===== config.mk =====
export PLATFORM = sky130hd
export DESIGN_NAME = dac_channel_scheduler
export DESIGN_NICKNAME = d
export VERILOG_FILES = /design/src/rtl/dac_channel_scheduler.sv
export SDC_FILE = /design/constraint.sdc
export NUM_CORES = 1
export LEC_CHECK = 0
export CAP_MARGIN = 20
export CORE_MARGIN = 2
export CORE_UTILIZATION = 53
export CTS_BUF_LIST = sky130_fd_sc_hd__clkbuf_4 sky130_fd_sc_hd__clkbuf_8 sky130_fd_sc_hd__clkbuf_16
export CTS_CLUSTER_SIZE = 8
export DETAILED_ROUTE_END_ITERATION = 12
export GPL_ROUTABILITY_DRIVEN = 0
export GPL_TIMING_DRIVEN = 0
export PLACE_DENSITY_LB_ADDON = 0.2
export REMOVE_ABC_BUFFERS = 1
export SLEW_MARGIN = 20
export SYNTH_ARGS = -nofsm -noshare
export SYNTH_HDL_FRONTEND = slang
export SYNTH_SLANG_ARGS = --single-unit
export TNS_END_PERCENT = 1

===== constraint.sdc =====
create_clock -name clkin -period 3.42 [get_ports clkin]
set_input_delay 0.684 -clock clkin [delete_from_list [all_inputs] [get_ports clkin]]
set_output_delay 0.684 -clock clkin [all_outputs]
set_load 0.02 [all_outputs]

===== src/rtl/dac_channel_scheduler.sv =====
// Round-robin scheduler that feeds per-channel DAC codes and control words to a serial
// DAC driver and generates the registered, active-low LDAC load strobe.
module dac_channel_scheduler #(
  parameter int unsigned NUM_CH     = 8,
  parameter int unsigned LDAC_PULSE = 4,
  parameter int unsigned AUTO_LDAC  = 1
) (
  input  logic        clkin,
  input  logic        rstn,
  input  logic        wr_en,
  input  logic [2:0]  wr_ch,
  input  logic [9:0]  wr_data,
  input  logic        cfg_valid,
  input  logic [15:0] cfg_word,
  output logic        cfg_ready,
  input  logic        ldac_req,
  output logic [15:0] m_tdata,
  output logic [2:0]  m_tuser,
  output logic        m_tvalid,
  input  logic        m_tready,
  output logic        ldac_b,
  output logic [7:0]  pending,
  output logic        busy
);

  typedef enum logic [2:0] {StIdle, StIssue, StWaitBusy, StWaitDone, StLdac} state_e;

  state_e      r_state, w_state_d;
  logic [9:0]  r_val [8];
  logic [7:0]  r_pend, w_pend_d;
  logic        r_cfg_full;
  logic [15:0] r_cfg_word;
  logic [2:0]  r_rr_ptr;
  logic [15:0] r_tdata;
  logic [2:0]  r_tuser;
  logic        r_ldac_b;
  logic [3:0]  r_ldac_cnt;
  logic [2:0]  r_busy_cnt;
  logic        r_ldac_req;
  logic        r_batch_ch;

  logic        w_wr_ok, w_cfg_acc, w_work, w_sel_new, w_sel_found, w_ldac_any;
  logic [2:0]  w_sel_ch;
  logic [3:0]  w_idx;

  assign w_wr_ok    = wr_en && ({1'b0, wr_ch} < 4'(NUM_CH));
  assign w_cfg_acc  = cfg_valid && !r_cfg_full && cfg_word[15];
  assign w_work     = r_cfg_full || (|r_pend);
  assign w_ldac_any = r_ldac_req || ldac_req;

  // First pending channel at or after the round-robin pointer, wrapping at NUM_CH.
  always_comb begin
    w_sel_found = 1'b0;
    w_sel_ch    = '0;
    w_idx       = '0;
    for (int i = 0; i < int'(NUM_CH); i++) begin
      w_idx = {1'b0, r_rr_ptr} + 4'(i);
      if (w_idx >= 4'(NUM_CH)) w_idx = w_idx - 4'(NUM_CH);
      if (!w_sel_found && r_pend[w_idx[2:0]]) begin
        w_sel_found = 1'b1;
        w_sel_ch    = w_idx[2:0];
      end
    end
  end

  always_comb begin
    w_state_d = r_state;
    w_sel_new = 1'b0;
    unique case (r_state)
      StIdle: begin
        if (w_ldac_any) begin
          w_state_d = StLdac;
        end else if (w_work && m_tready) begin
          w_state_d = StIssue;
          w_sel_new = 1'b1;
        end
      end
      StIssue: w_state_d = StWaitBusy;
      StWaitBusy: begin
        // A driver that never drops ready missed the word; send it again.
        if (!m_tready) w_state_d = StWaitDone;
        else if (r_busy_cnt == 3'd7) w_state_d = StIssue;
      end
      StWaitDone: begin
        if (m_tready) begin
          if (w_work) begin
            w_state_d = StIssue;
            w_sel_new = 1'b1;
          end else if (w_ldac_any || ((AUTO_LDAC != 0) && r_batch_ch)) begin
            w_state_d = StLdac;
          end else begin
            w_state_d = StIdle;
          end
        end
      end
      StLdac: if (r_ldac_cnt == 4'(LDAC_PULSE - 1)) w_state_d = StIdle;
      default: w_state_d = StIdle;
    endcase
  end

  // A write landing on the cycle its channel is taken wins, so the channel stays pending.
  always_comb begin
    w_pend_d = r_pend;
    if (w_sel_new && !r_cfg_full) w_pend_d[w_sel_ch] = 1'b0;
    if (w_wr_ok) w_pend_d[wr_ch] = 1'b1;
  end

  always_ff @(posedge clkin or negedge rstn) begin
    if (!rstn) begin
      r_state    <= StIdle;
      for (int i = 0; i < 8; i++) r_val[i] <= '0;
      r_pend     <= '0;
      r_cfg_full <= 1'b0;
      r_cfg_word <= '0;
      r_rr_ptr   <= '0;
      r_tdata    <= '0;
      r_tuser    <= '0;
      r_ldac_b   <= 1'b1;
      r_ldac_cnt <= '0;
      r_busy_cnt <= '0;
      r_ldac_req <= 1'b0;
      r_batch_ch <= 1'b0;
    end else begin
      r_state <= w_state_d;
      r_pend  <= w_pend_d;
      if (w_wr_ok) r_val[wr_ch] <= wr_data;

      if (w_sel_new && r_cfg_full) begin
        r_cfg_full <= 1'b0;
      end else if (w_cfg_acc) begin
        r_cfg_full <= 1'b1;
        r_cfg_word <= cfg_word;
      end

      if (w_sel_new) begin
        if (r_cfg_full) begin
          r_tdata <= r_cfg_word;
          r_tuser <= '0;
        end else begin
          r_tdata    <= {6'b0, r_val[w_sel_ch]};
          r_tuser    <= w_sel_ch;
          r_rr_ptr   <= (w_sel_ch == 3'(NUM_CH - 1)) ? 3'd0 : w_sel_ch + 3'd1;
          r_batch_ch <= 1'b1;
        end
      end else if (w_state_d == StIdle || w_state_d == StLdac) begin
        r_batch_ch <= 1'b0;
      end

      r_busy_cnt <= (r_state == StWaitBusy) ? r_busy_cnt + 3'd1 : 3'd0;
      r_ldac_cnt <= (r_state == StLdac) ? r_ldac_cnt + 4'd1 : 4'd0;
      r_ldac_b   <= (w_state_d != StLdac);

      if (w_state_d == StLdac && r_state != StLdac) r_ldac_req <= 1'b0;
      else if (ldac_req) r_ldac_req <= 1'b1;
    end
  end

  assign cfg_ready = !r_cfg_full;
  assign m_tdata   = r_tdata;
  assign m_tuser   = r_tuser;
  assign m_tvalid  = (r_state == StIssue);
  assign ldac_b    = r_ldac_b;
  assign pending   = r_pend;
  assign busy      = (r_state != StIdle);

endmodule

Yosys cells after proc, flatten, opt, wreduce, memory -nomap -nowiden
Cells that the tools add are included.
W data, S select, Z words.
{"block": "totals", "regBits": 140, "out_inout_bits": 31, "elab_cells": 194}
{"block": "classes", "addsub": 18, "order_cmp": 23, "eq_ne": 11, "mux": 77, "bitwise": 7, "reduce_logical": 38}
{"operator": "$mux W3", "count": 27}
{"operator": "$bwmux W80", "count": 1}
{"operator": "$lt A3 B4 Y1 const B", "count": 10}
{"operator": "$ge A4 B4 Y1 const B", "count": 9}
{"operator": "$bmux W10 S3", "count": 1}
{"operator": "$demux W10 S3", "count": 1}
{"operator": "$mux W10", "count": 3}
{"operator": "$mux W1", "count": 28}
{"operator": "$bmux W1 S3", "count": 8}
{"operator": "$sub A3 B1 Y3 const B", "count": 8}
{"operator": "$add A3 B3 Y4 const B", "count": 4}
{"operator": "$logic_and A1 B1 Y1", "count": 16}
{"operator": "$mux W16", "count": 1}
{"operator": "$mux W8", "count": 2}
{"operator": "$pmux W3 S5", "count": 1}
{"operator": "$eq A3 B3 Y1 const B", "count": 4}
{"operator": "$add A3 B2 Y4 const B", "count": 2}
{"operator": "$and A8 B8 Y8", "count": 1}
{"operator": "$logic_not A1 Y1", "count": 8}
{"operator": "$not A3 Y4", "count": 2}
{"operator": "$not A8 Y8", "count": 1}
{"operator": "$or A8 B8 Y8", "count": 1}
{"operator": "$reduce_or A8 Y1", "count": 1}
{"operator": "$add A3 B1 Y3 const B", "count": 2}
{"operator": "other kinds (19)", "count": 32}

Depth between registers and ports, before layout
Gate-level depths: netlist of the first run.
{"block": "depth", "depth_word": 35, "depth_mapped": 18}

Least setup slack after synthesis of the first run
OpenSTA, ideal clock, no wires.
{"block": "synth_timing", "path_kind": "flip-flop to flip-flop", "startpoint": "register r_rr_ptr[1]", "endpoint": "register r_tdata[2] (netlist: m_tdata[2])", "setup_ns": 0.074, "arrival_ns": 3.507, "slack_ns": -0.161, "stages_incl_launch_ff": 15, "path_buffers": 4, "synth_period_minus_slack_ns": 3.581, "cell_sequence": "dfrtp_1 > buf_2 > buf_2 > inv_1 > ha_1 > buf_6 > mux4_2 > mux2_4 > a311oi_2 > a21oi_1 > a211o_1 > and3b_4 > buf_6 > a221o_1 > o21ai_2"}
{"block": "synth_via", "elab_chain_len": 31}
{"element": "start: declaration", "line": "33", "text": "logic [2:0] r_rr_ptr;"}
{"element": "start signal: assignment", "line": "142", "text": "r_rr_ptr <= (w_sel_ch == 3'(NUM_CH - 1)) ? 3'd0 : w_sel_ch + 3'd1;"}
{"element": "parallel branches: the longest is 25 deep, another holds $add A3 B1 Y4"}
{"element": "$mux W3 (*)", "line": "59", "text": "if (!w_sel_found && r_pend[w_idx[2:0]]) begin"}
{"element": "$not A3 Y4 (implied by the code) (*)", "line": "140", "text": "r_tdata <= {6'b0, r_val[w_sel_ch]};"}
{"element": "$bmux W10 S3 (*)", "line": "140"}
{"element": "$mux W10 (implied by the code) (*) (2 in a row)", "line": "140"}
{"element": "$mux W16 (*)", "line": "136", "text": "if (r_cfg_full) begin"}
{"element": "end signal: assignment", "line": "137", "text": "r_tdata <= r_cfg_word;"}
{"element": "end signal: assignment", "line": "140"}
{"element": "end: declaration", "line": "34", "text": "logic [15:0] r_tdata;"}
Every way passes the cells marked *. The select of a mux whose other input is x is not followed.
A chain may end at the register's enable or synchronous reset.

Worst setup path in the final report of the first run
{"block": "layout_timing", "startpoint": "register r_rr_ptr[1]", "endpoint": "register r_tdata[1] (netlist: m_tdata[1])"}
Same word-level chain as after synthesis.

==> summary.txt, run 1 <==
Run status
  – Status: complete, but fails checks
  – Violations in the final reports: negative setup slack

Floorplanning
  – Core area: between 10000 and 15000 um2
  – Row count: 43
  – Die H: about 120 um
  – Die W: between 100 and 150 um
  – Boundary Pins: 66
  – Initial core utilization: between 50% and 60%
  – Die area: approximately 15000 um2

Placed design
  – Pre-CTS WS: -1857 ps
  – Buffers added on ports: 65
  – DP HPWL: between 10 and 15 mm

Setup path
  – Critical Path AT: ~3900 ps
  – Startpoint type of the worst setup path: flop
  – Worst path required time: roughly 3800 ps
  – Max FO, Critical Path: 14
  – R2R Path Start: r_rr_ptr[1]
  – Setup crit end kind: flop
  – Critical path class: flop to flop
  – Worst R2R End: m_tdata[1]
  – R2R depth: 11
  – Reg2reg setup slack: -100 ps

Global route
  – Grt ovf: 0
  – Initial antenna violation count: 0
  – Largest net degree at the start of global routing: 83
  – First-pass GRT wire length: just under 30 mm
  – Vias in the first global route: ~5600
  – Gr usage total: ~26%

Power and ir drop
  – Cell Pwr Density: around 850 nW/um2
  – Maximum VDD drop: 0.3781 mV
  – Leakage: 4.050 nW

Cells and area
  – Fillcell total: just under 1000
  – P&R area growth vs syn: 24.73%
  – Ant diodes: 0
  – Final #Nets: approximately 740
  – Final Util: between 60% and 70%
  – Share of cells above drive strength 1: roughly a third

Clock tree
  – Clock Sinks: between 100 and 150
  – Htree depth: 4
  – Cts hold-fix bufs: 0
  – CTS tree: done
  – Root Buffer: clkbuf_16
  – Num CTS Buffers: 17
  – CTS clock-pin slew for the worst setup and hold paths: 50 ps
  – Clock Tree Buf Depth: 2
  – Insertion delay to the later sink of the worst-skew pair: ~400 ps

Detailed routing
  – # DRC: 0
  – 1st-iter DRT viols: just over 400
  – Router iterations before antenna repair: 5
  – Vias per inst: a little over 6
  – DRT Wirelength: approximately 19 mm
  – Vias: roughly 5500
  – Post-DRT Antenna Nets: 0
  – DR WL/cell: around 21 um

Yosys
  – Post-synth EDFFs: 0
  – Cell with the most instances after synthesis: dfrtp_1
  – Mapped Avg Cell Area: ~12 um2
  – Commonest cells post-synth: dfrtp_1 (139), mux2_2 (102), mux2i_1 (56), nand2_1 (47), nor2_1 (26)
  – Post-Synthesis Cells: between 600 and 700
  – Mapped cell area: 7477 um2
  – Yosys cell types: 65
  – Ranking of synthesized cells by area: dfrtp_1 (47%), mux2_2 (15%), mux2i_1 (7.5%)
  – #FFs+latches synth: between 100 and 150
  – Most used DFF post-synth: dfrtp_1
  – Yosys top cell area share: 46.52%
  – Post-synth top area cell: dfrtp_1
  – Sequential-to-total area share from yosys stat: between 40% and 50%
  – Asr flop ratio synth: between 90% and 100%
  – Synth Warn #: 0

Timing
  – Max Clock Skew: ~7.6 ps
  – Fin crit share: 102.9%
  – RSZ-0062 raised after global routing: true
  – Final worst slack: -100.5 ps
  – Least-Margin Pin Slew: roughly 940 ps
  – Peak Freq: 284.1 MHz
  – Final slew viol count: 0
  – Finish-stage setup viols: 16
  – Max-slew headroom: a little under two fifths
  – Final Hold Fails: 0
  – Final Critical Period: ~3500 ps

Job
  – Max-Cap Viols: 0

Worst hold path
  – Worst Hold Class: primary input to asynchronous set/reset pin
[worst max-delay path, stage by stage, from the launching register on]
cell and delay, ps:
dfrtp_4 430, clkinvlp_4 140, ha_4 350, mux4_2 590, mux2_4 340, o21ai_0 490, o22ai_4 180, buf_8 160
buf_16 150, mux2i_1 130, a221o_1 360, o21ai_1 120
[final cells by class]
cell class | count | area (um2) | share of cell area [%]
inverter | 13 | 55.05 | 0.5903
clock buffer | 22 | 475.5 | 5.098
timing repair buffer | 105 | 1074 | 11.51
multi-input combinational | 418 | 3869 | 41.48
sequential | 140 | 3512 | 37.66
clock inverter | 7 | 116.4 | 1.248
tap | 180 | 225.2 | 2.415
[flip-flops by register name, summed over array words and instances, names as in the netlist]
register    flops
r_val          80
r_cfg_word     16
pending         8
r_batch_ch      1
r_state         3
r_cfg_full      1
r_busy_cnt      3
r_ldac_cnt      4
r_rr_ptr        3
m_tdata        16
ldac_b          1
m_tuser         3
r_ldac_req      1
[layout by cell type (no fill, tap or decap), types with 3 or more instances in the layout]
master           count
buf_16               3
and3_1               3
a211oi_2             3
a221o_1             10
nor3_1               5
ha_1                 4
nor2_1              26
xor2_1               3
buf_6                8
o21ai_0             17
mux2_2             102
o21ai_1              3
a21bo_2              3
inv_1               11
bufinv_16            3
nand3_1              8
a21oi_1             13
buf_8                3
nand4b_1             5
mux4_2              17
nand2b_1             9
mux2i_1             54
and2_1               3
buf_4               26
a22o_1              12
clkbuf_4             3
dfrtp_1            137
nand2_1             47
mux2i_4              3
clkdlybuf4s50_1     64
o21ai_2              8
clkbuf_16           17
a21o_1               4
xnor2_1              3
[cells by family (layout without fill, tap and decap cells)]
group	count (synthesis)	after routing	synth area share, %
adder cells (fa/ha/maj)	6	6	1.004
AND/OR/NAND/NOR	124	125	8.049
flip-flops	140	140	46.87
AO/OA/AOI/OAI	103	103	10.86
buffers and inverters	57	147	3.916
multiplexers	177	177	28.48
XOR/XNOR	7	7	0.8200
[worst max-delay path by stage]
stage	cells past startpoint	slack, ps	to	from
2_1_floorplan	12	-3610	r_rr_ptr[0]	r_rr_ptr[0]
3_3_place_gp	10	-5500	pending[7]	r_rr_ptr[0]
3_5_place_dp	12	-1860	m_tdata[0]	r_rr_ptr[0]
4_1_cts	12	-1	r_rr_ptr[2]	r_rr_ptr[1]
5_1_grt	13	-160	m_tdata[1]	r_rr_ptr[1]
6_report	11	-100	m_tdata[1]	r_rr_ptr[1]
[timing repair]
item                                    CTS  global route
pin swaps                                 8            11
cloned                                    0             1
endpoints found under the hold margin     0             0
endpoints found under the setup margin   24            21
gates resized for setup                  19            19
buffers inserted                         21             8
[routing by layer]
layer,part of all wire [%],routed length (um),global-route usage [%],vias to the layer above
met1,43,8018,33.64,2807
met4,2.1,395,8.621,0
met2,50,9336,41.75,202
li1,-,-,-,2427
met5,0,0,0,-
met3,5.1,957,6.227,46
[through the flow]
step	cells	total power [mW]	hold WS, ps	instance area [um2]	setup TNS (ps)
final	885	7.942	190.3	9326	-959.9
after global placement	815	4.927	424.1	8109	-621150
after detailed placement	826	5.550	447.2	8332	-38010
after CTS	876	7.778	201.3	9175	-1.960
after global routing	885	8.337	212.8	9326	-1972
after floorplan	570	4.382	388.4	7233	-77250
[where the power goes]
| group | internal (mW) | total (mW) | switching [mW] |
|---|---|---|---|
| combinational | 1.86 | 3.65 | 1.79 |
| sequential | 2.12 | 2.45 | 0.332 |
| clock | 1.19 | 1.85 | 0.653 |
| total | 5.17 | 7.94 | 2.77 |
No activity file was read; power rests on OpenSTA's default activity.
==> run 2, diff against run 1 <==
--- a/config.mk
+++ b/config.mk
@@ -6,8 +6,8 @@
 export NUM_CORES = 1
 export LEC_CHECK = 0
 export CAP_MARGIN = 20
-export CORE_MARGIN = 2
-export CORE_UTILIZATION = 53
+export CORE_MARGIN = 10
+export CORE_UTILIZATION = 45
 export CTS_BUF_LIST = sky130_fd_sc_hd__clkbuf_4 sky130_fd_sc_hd__clkbuf_8 sky130_fd_sc_hd__clkbuf_16
 export CTS_CLUSTER_SIZE = 8
 export DETAILED_ROUTE_END_ITERATION = 12
==> run 2 against run 1 <==
  * The run still ends with negative setup slack left
  * Flip-flop and latch count did not move
  * Non-clock buffer count shrank 1
  * Sequential share of layout area fell by 1.0 points
  * Sequential power about the same
  * Combinational power increased by 6.3%
  * First-iteration DRC count rose by 14%
==> summary.txt, run 2 (synthesized netlist as in run 1, its figures left out) <==
Setup path
  – Critical Path AT: around 3900 ps
  – Critical path class: flop to flop
  – Crit-path max cell delay: 530 ps
  – Worst path required time: 3780 ps
  – WP buf/inv: 4
  – Setup crit end kind: flop
  – CP max-delay cell: mux4_2
  – Max FO, Critical Path: 10
  – Startpoint type of the worst setup path: flop
  – Top Family by Delay on Critical Path: compound AO/OA/AOI/OAI gates
  – Cells along the critical path: clkinvlp_4, ha_4, buf_6, mux2_2, mux4_2, a211oi_2, a311oi_2, o22ai_4, clkbuf_16, buf_12, mux2i_1, a221o_1, o21ai_2

Placed design
  – Dpl cells: a little under 900
  – Buffers added on ports: between 60 and 70
  – DP HPWL: between 10 and 15 mm
  – Dpl cell area: about 8400 um2
  – Pre-CTS WS: -1828 ps

Run status
  – Violations in the final reports: negative setup slack
  – Status: complete, but fails checks

Timing
  – Finish-stage setup viols: 14
  – Fin crit share: 103.3%
  – Final worst slack: -111.3 ps
  – Max-slew headroom: a little over a third
  – Max Clock Skew: 7.824 ps
  – Final slew viol count: 0
  – Setup TNS: -1012 ps
  – Final Critical Period: between 3000 and 4000 ps
  – Least-Margin Pin Slew: 972.3 ps
  – RSZ-0062 raised after global routing: true
  – Final Hold Fails: 0
  – Peak Freq: around 280 MHz

Clock tree
  – CTS clock-pin slew for the worst setup and hold paths: around 60 ps
  – Cts hold-fix bufs: 0
  – Num CTS Buffers: 17
  – Root Buffer: clkbuf_16
  – Clock Tree Buf Depth: 2
  – Insertion delay to the later sink of the worst-skew pair: between 400 and 500 ps
  – Htree depth: 4
  – CTS tree: done
  – Clock Sinks: between 100 and 150

Cells and area
  – Final instance area: 9584 um2
  – Max reg flops: 80
  – P&R area growth vs syn: 28.18%
  – Reg with most FFs: r_val
  – Commonest non-fill, non-tap cell in the layout: dfrtp_1
  – Final Util: between 50% and 60%
  – Most frequent cells in the layout: dfrtp_1 (137), mux2_2 (102), clkdlybuf4s50_1 (64), mux2i_1 (53), nand2_1 (47)
  – Ant diodes: 0
  – Layout Cells excl Fill: a little over 900
  – Final #Nets: approximately 740
  – Share of cells above drive strength 1: about 36%

Floorplanning
  – Die H: 148.9 um
  – Row count: 47
  – Core area: approximately 16000 um2
  – Initial core utilization: between 40 and 50%
  – Die W: around 150 um
  – Die area: around 22000 um2
  – Boundary Pins: 66

Power and ir drop
  – Maximum VDD drop: approximately 0.43 mV
  – Leakage: around 4.1 nW
  – Cell Pwr Density: a little under 900 nW/um2

Detailed routing
  – DR WL/cell: approximately 22 um
  – DRT Wirelength: 19.97 mm
  – Vias: 5451
  – Router iterations before antenna repair: 5
  – Post-DRT Antenna Nets: 0
  – Vias per inst: between 5 and 6
  – # DRC: 0
  – 1st-iter DRT viols: about 460

Global route
  – Largest net degree at the start of global routing: slightly below 100
  – First-pass GRT wire length: between 30 and 40 mm
  – Initial antenna violation count: 0
  – Gr usage total: ~18%
  – Grt ovf: 0
  – Vias in the first global route: between 5000 and 6000

Job
  – Max-Cap Viols: 0

Worst hold path
  – Worst Hold Class: primary input to asynchronous set/reset pin
==> run 2: area by class of cell <==
class	instances	area (um2)
clock buffer	21	474.2
clock inverter	11	236.5
fill	1278	6823
inverter	13	57.56
multi-input combinational	419	3921
sequential	140	3512
tap	220	275.3
timing repair buffer	104	1107
==> run 2: metrics by stage <==
stage,power (mW),hold slack (ps)
after floorplan,4.382,388.4
after global placement,4.978,428.0
after detailed placement,5.594,434.9
after CTS,8.157,149.8
after global routing,8.946,162.3
final,8.530,145.3
==> run 2: worst paths after layout <==
| check | start | endpoint | slack (ps) | cells after the start |
|---|---|---|---|---|
| worst max-delay path | r_rr_ptr[1] | m_tdata[9] | -110 | 13 |
| worst min-delay path | rstn | m_tdata[14] | 150 | 1 |
| worst max register to register | r_rr_ptr[1] | m_tdata[9] | -110 | 13 |
| worst min register to register | r_busy_cnt[0] | r_busy_cnt[0] | 440 | 1 |
| max in group asynchronous | rstn | r_val[47] | 2490 | 2 |
| min in group clkin | r_busy_cnt[0] | r_busy_cnt[0] | 440 | 1 |
==> run 2: per-layer routing <==
metal	vias up	wire (um)	track usage (%)
met3	35	1236	4.248
met5	-	0	0
met1	2780	8957	23.77
met2	201	9385	27.00
met4	0	385	6.232
li1	2435	-	-
==> run 2: timing repair <==
action                                  CTS  global route
pin swaps                                 7            27
resized for setup                        21            34
endpoints found under the setup margin   24            21
setup buffers                            16            10
cloned                                    0             3
==> run 2: worst register-to-register path, delay by kind of cell, from the launching register on <==
kind | cells | cell delay [ps]
AO/OA/AOI/OAI | 5 | 1120
multiplexers | 3 | 980
buffers and inverters | 4 | 610
flip-flops | 1 | 440
adder cells (fa/ha/maj) | 1 | 330
==> run 2: power by group <==
part / internal [mW] / switching [mW]
sequential: 2.12 / 0.338
combinational: 2.00 / 1.88
clock: 1.51 / 0.692
==> run 3, diff against run 2 <==
--- a/config.mk
+++ b/config.mk
@@ -14,6 +14,7 @@
 export GPL_ROUTABILITY_DRIVEN = 0
 export GPL_TIMING_DRIVEN = 0
 export PLACE_DENSITY_LB_ADDON = 0.2
+export RECOVER_POWER = 100
 export REMOVE_ABC_BUFFERS = 1
 export SLEW_MARGIN = 20
 export SYNTH_ARGS = -nofsm -noshare
==> run 3 against run 2 <==
  * Maximum frequency about the same
  * The run ends with max-capacitance violations, max-slew violations, negative setup slack left
  * Combinational power is 1% lower
  * Largest cell class unchanged
  * Worst setup slack about the same
  * Design area down 0.73%
  * Hold slack improved by 290 ps
  * Clock power is essentially flat
==> summary.txt, run 3 (synthesized netlist as in run 1, its figures left out) <==
Global route
  – Gr usage total: 17.60%
  – Largest net degree at the start of global routing: approximately 100
  – Vias in the first global route: around 5600
  – GR peak layer: met2
  – Initial antenna violation count: 0
  – Grt met3 use: 4.248%
  – Met2 Resource Use GR: approximately 27%
  – First-pass GRT wire length: 31.03 mm
  – M1 GR Usage: between 20% and 30%
  – Grt ovf: 0

Worst hold path
  – Beginning of the worst hold path: r_busy_cnt[0]
  – Min-Delay Endpoint: r_busy_cnt[0]
  – Hold Path Depth: 1
  – Worst Hold Class: flop to flop

Setup path
  – Top Family by Delay on Critical Path: compound AO/OA/AOI/OAI gates
  – Crit-path max cell delay: 530 ps
  – CP max-delay cell: mux4_2
  – Cells along the critical path: clkinvlp_4, ha_4, buf_6, mux2_2, mux4_2, a211oi_2, a311oi_2, o22ai_4, clkbuf_16, buf_12, mux2i_1, a221o_1, o21ai_2
  – Worst R2R End: m_tdata[9]
  – R2R Path Start: r_rr_ptr[1]
  – Startpoint type of the worst setup path: flop
  – Reg2reg setup slack: -110 ps
  – Critical Path AT: just under 4000 ps
  – Max FO, Critical Path: 10
  – WP buf/inv: 4
  – R2R depth: 13
  – Critical path class: flop to flop
  – Setup crit end kind: flop
  – Worst path required time: 3780 ps

Cells and area
  – Final #Nets: around 740
  – Share of cells above drive strength 1: around 34%
  – Fillcell total: 1294
  – Ant diodes: 0
  – FF/Latch Area: 3512 um2
  – Commonest non-fill, non-tap cell in the layout: dfrtp_1
  – P&R area growth vs syn: 27.24%
  – Layout Cells excl Fill: slightly above 900
  – Max reg flops: 80
  – Reg with most FFs: r_val
  – Most frequent cells in the layout: dfrtp_1 (137), mux2_2 (101), mux2i_1 (53), nand2_1 (47), clkdlybuf4s50_1 (36)
  – Multi-input combinational cell area: 3901 um2

Run status
  – Status: complete, but fails checks
  – Violations in the final reports: max-capacitance violations, max-slew violations, negative setup slack

Power and ir drop
  – Clk pwr share: 25.9%
  – Switching power: 2.907 mW
  – Internal power: 5.573 mW
  – Maximum VDD drop: 0.4271 mV
  – Leakage: between 4 and 5 nW
  – Logic pwr share: 45.2%
  – Sw Ratio: between 30% and 40%
  – Cell Pwr Density: ~890 nW/um2
  – Sequential power share: 28.9%

Timing
  – Max-slew headroom: -53.26%
  – Final slew viol count: 45
  – RSZ-0062 raised after global routing: true
  – Least-Margin Pin Slew: about 2300 ps
  – Final Hold Fails: 0
  – Final Critical Period: 3531 ps
  – Max Clock Skew: between 7 and 8 ps
  – Finish-stage setup viols: 14
  – Fin crit share: 103.2%
  – Hold_ws: 439.1 ps
  – Final worst slack: -111.0 ps
  – Peak Freq: between 200 and 300 MHz

Detailed routing
  – DR WL/cell: 21.46 um
  – Router iterations before antenna repair: 7
  – DRT Wirelength: between 15 and 20 mm
  – # DRC: 0
  – 1st-iter DRT viols: between 400 and 500
  – Vias per inst: 5.877
  – Post-DRT Antenna Nets: 0
  – Vias: approximately 5500

Job
  – Max-Cap Viols: 1

Clock tree
  – CTS tree: done
  – Cts hold-fix bufs: 0
  – Htree depth: 4
  – Clock Tree Buf Depth: 2
  – Num CTS Buffers: 17
  – CTS clock-pin slew for the worst setup and hold paths: 60 ps
  – Insertion delay to the later sink of the worst-skew pair: roughly 420 ps
  – Root Buffer: clkbuf_16
  – Clock Sinks: 140

Floorplanning
  – Boundary Pins: 66
  – Die W: around 150 um
  – Die H: about 150 um
  – Row count: 47
  – Initial core utilization: a little under half
  – Die area: roughly 22000 um2
  – Core area: between 15000 and 20000 um2

Placed design
  – Buffers added on ports: 65
  – DP HPWL: 12.45 mm
  – Dpl cells: around 870
==> run 3: cell types whose count changed in the layout (fill, tap and decap cells not counted), moves of 2 or more <==
cell | previous run | this run
buf_4 | 24 | 20
clkbuf_1 | 0 | 6
clkdlybuf4s50_1 | 64 | 36
dlygate4sd3_1 | 0 | 28
nor3_1 | 4 | 6
nor3_2 | 3 | 1
nor3b_1 | 0 | 2
nor3b_2 | 2 | 0
==> run 3: layout make-up <==
class | count | area share [%]
clock buffer | 21 | 4.984
clock inverter | 11 | 2.486
inverter | 13 | 0.6049
multi-input combinational | 419 | 41.00
sequential | 140 | 36.91
tap | 220 | 2.893
timing repair buffer | 104 | 11.11
==> run 3: per-stage QoR <==
stage	setup TNS, ps	cell area (um2)	worst slack [ps]	power [mW]	utilization [%]
CTS	-10.86	9320	-8.915	8.157	56.81
floorplan	-77250	7233	-3612	4.382	-
finish	-1019	9514	-111.0	8.480	57.99
detailed placement	-38130	8386	-1828	5.594	51.11
global route	-2307	9514	-185.2	8.896	57.99
global placement	-634770	8159	-5557	4.978	49.73
==> run 3: what timing repair did <==
action / in CTS / in global routing
gates cloned: 0 / 3
endpoints found under the setup margin: 24 / 21
pin swaps: 7 / 27
gates resized for setup: 21 / 34
buffers inserted: 16 / 10
==> run 3: how the worst max path moves through the flow <==
stage                startpoint          end  slack (ps)  cells after the start
global route        r_rr_ptr[1]   m_tdata[0]        -190                     11
global placement    r_rr_ptr[0]  r_rr_ptr[0]       -5560                     12
floorplan           r_rr_ptr[0]  r_rr_ptr[0]       -3610                     12
finish              r_rr_ptr[1]   m_tdata[9]        -110                     13
detailed placement  r_rr_ptr[0]   m_tdata[9]       -1830                     12
CTS                 r_rr_ptr[1]   m_tdata[4]          -9                     13
==> run 3: power by group through the flow <==
stage                     Sequential (mW)  Clock, mW  Combinational (mW)
final                                2.45       2.20                3.83
after global routing                 2.50       2.32                4.08
after CTS                            2.44       2.23                3.48
after detailed placement             2.53          0                3.06
after global placement               2.49          0                2.49
after floorplan                      2.52          0                1.86
==> run 3: worst register-to-register path: stages, from the launching register on <==
cell,delay (ps)
dfrtp_4,440
clkinvlp_4,140
ha_4,330
buf_6,120
mux2_2,350
mux4_2,530
a211oi_2,350
a311oi_2,100
o22ai_4,210
clkbuf_16,200
buf_12,140
mux2i_1,100
a221o_1,360
o21ai_2,110
==> run 3: layer usage <==
| metal | routed length, um | share of wire [%] |
|---|---|---|
| met5 | 0 | 0 |
| met4 | 415 | 2.1 |
| met3 | 1439 | 7.2 |
| met2 | 9301 | 47 |
| met1 | 8754 | 44 |
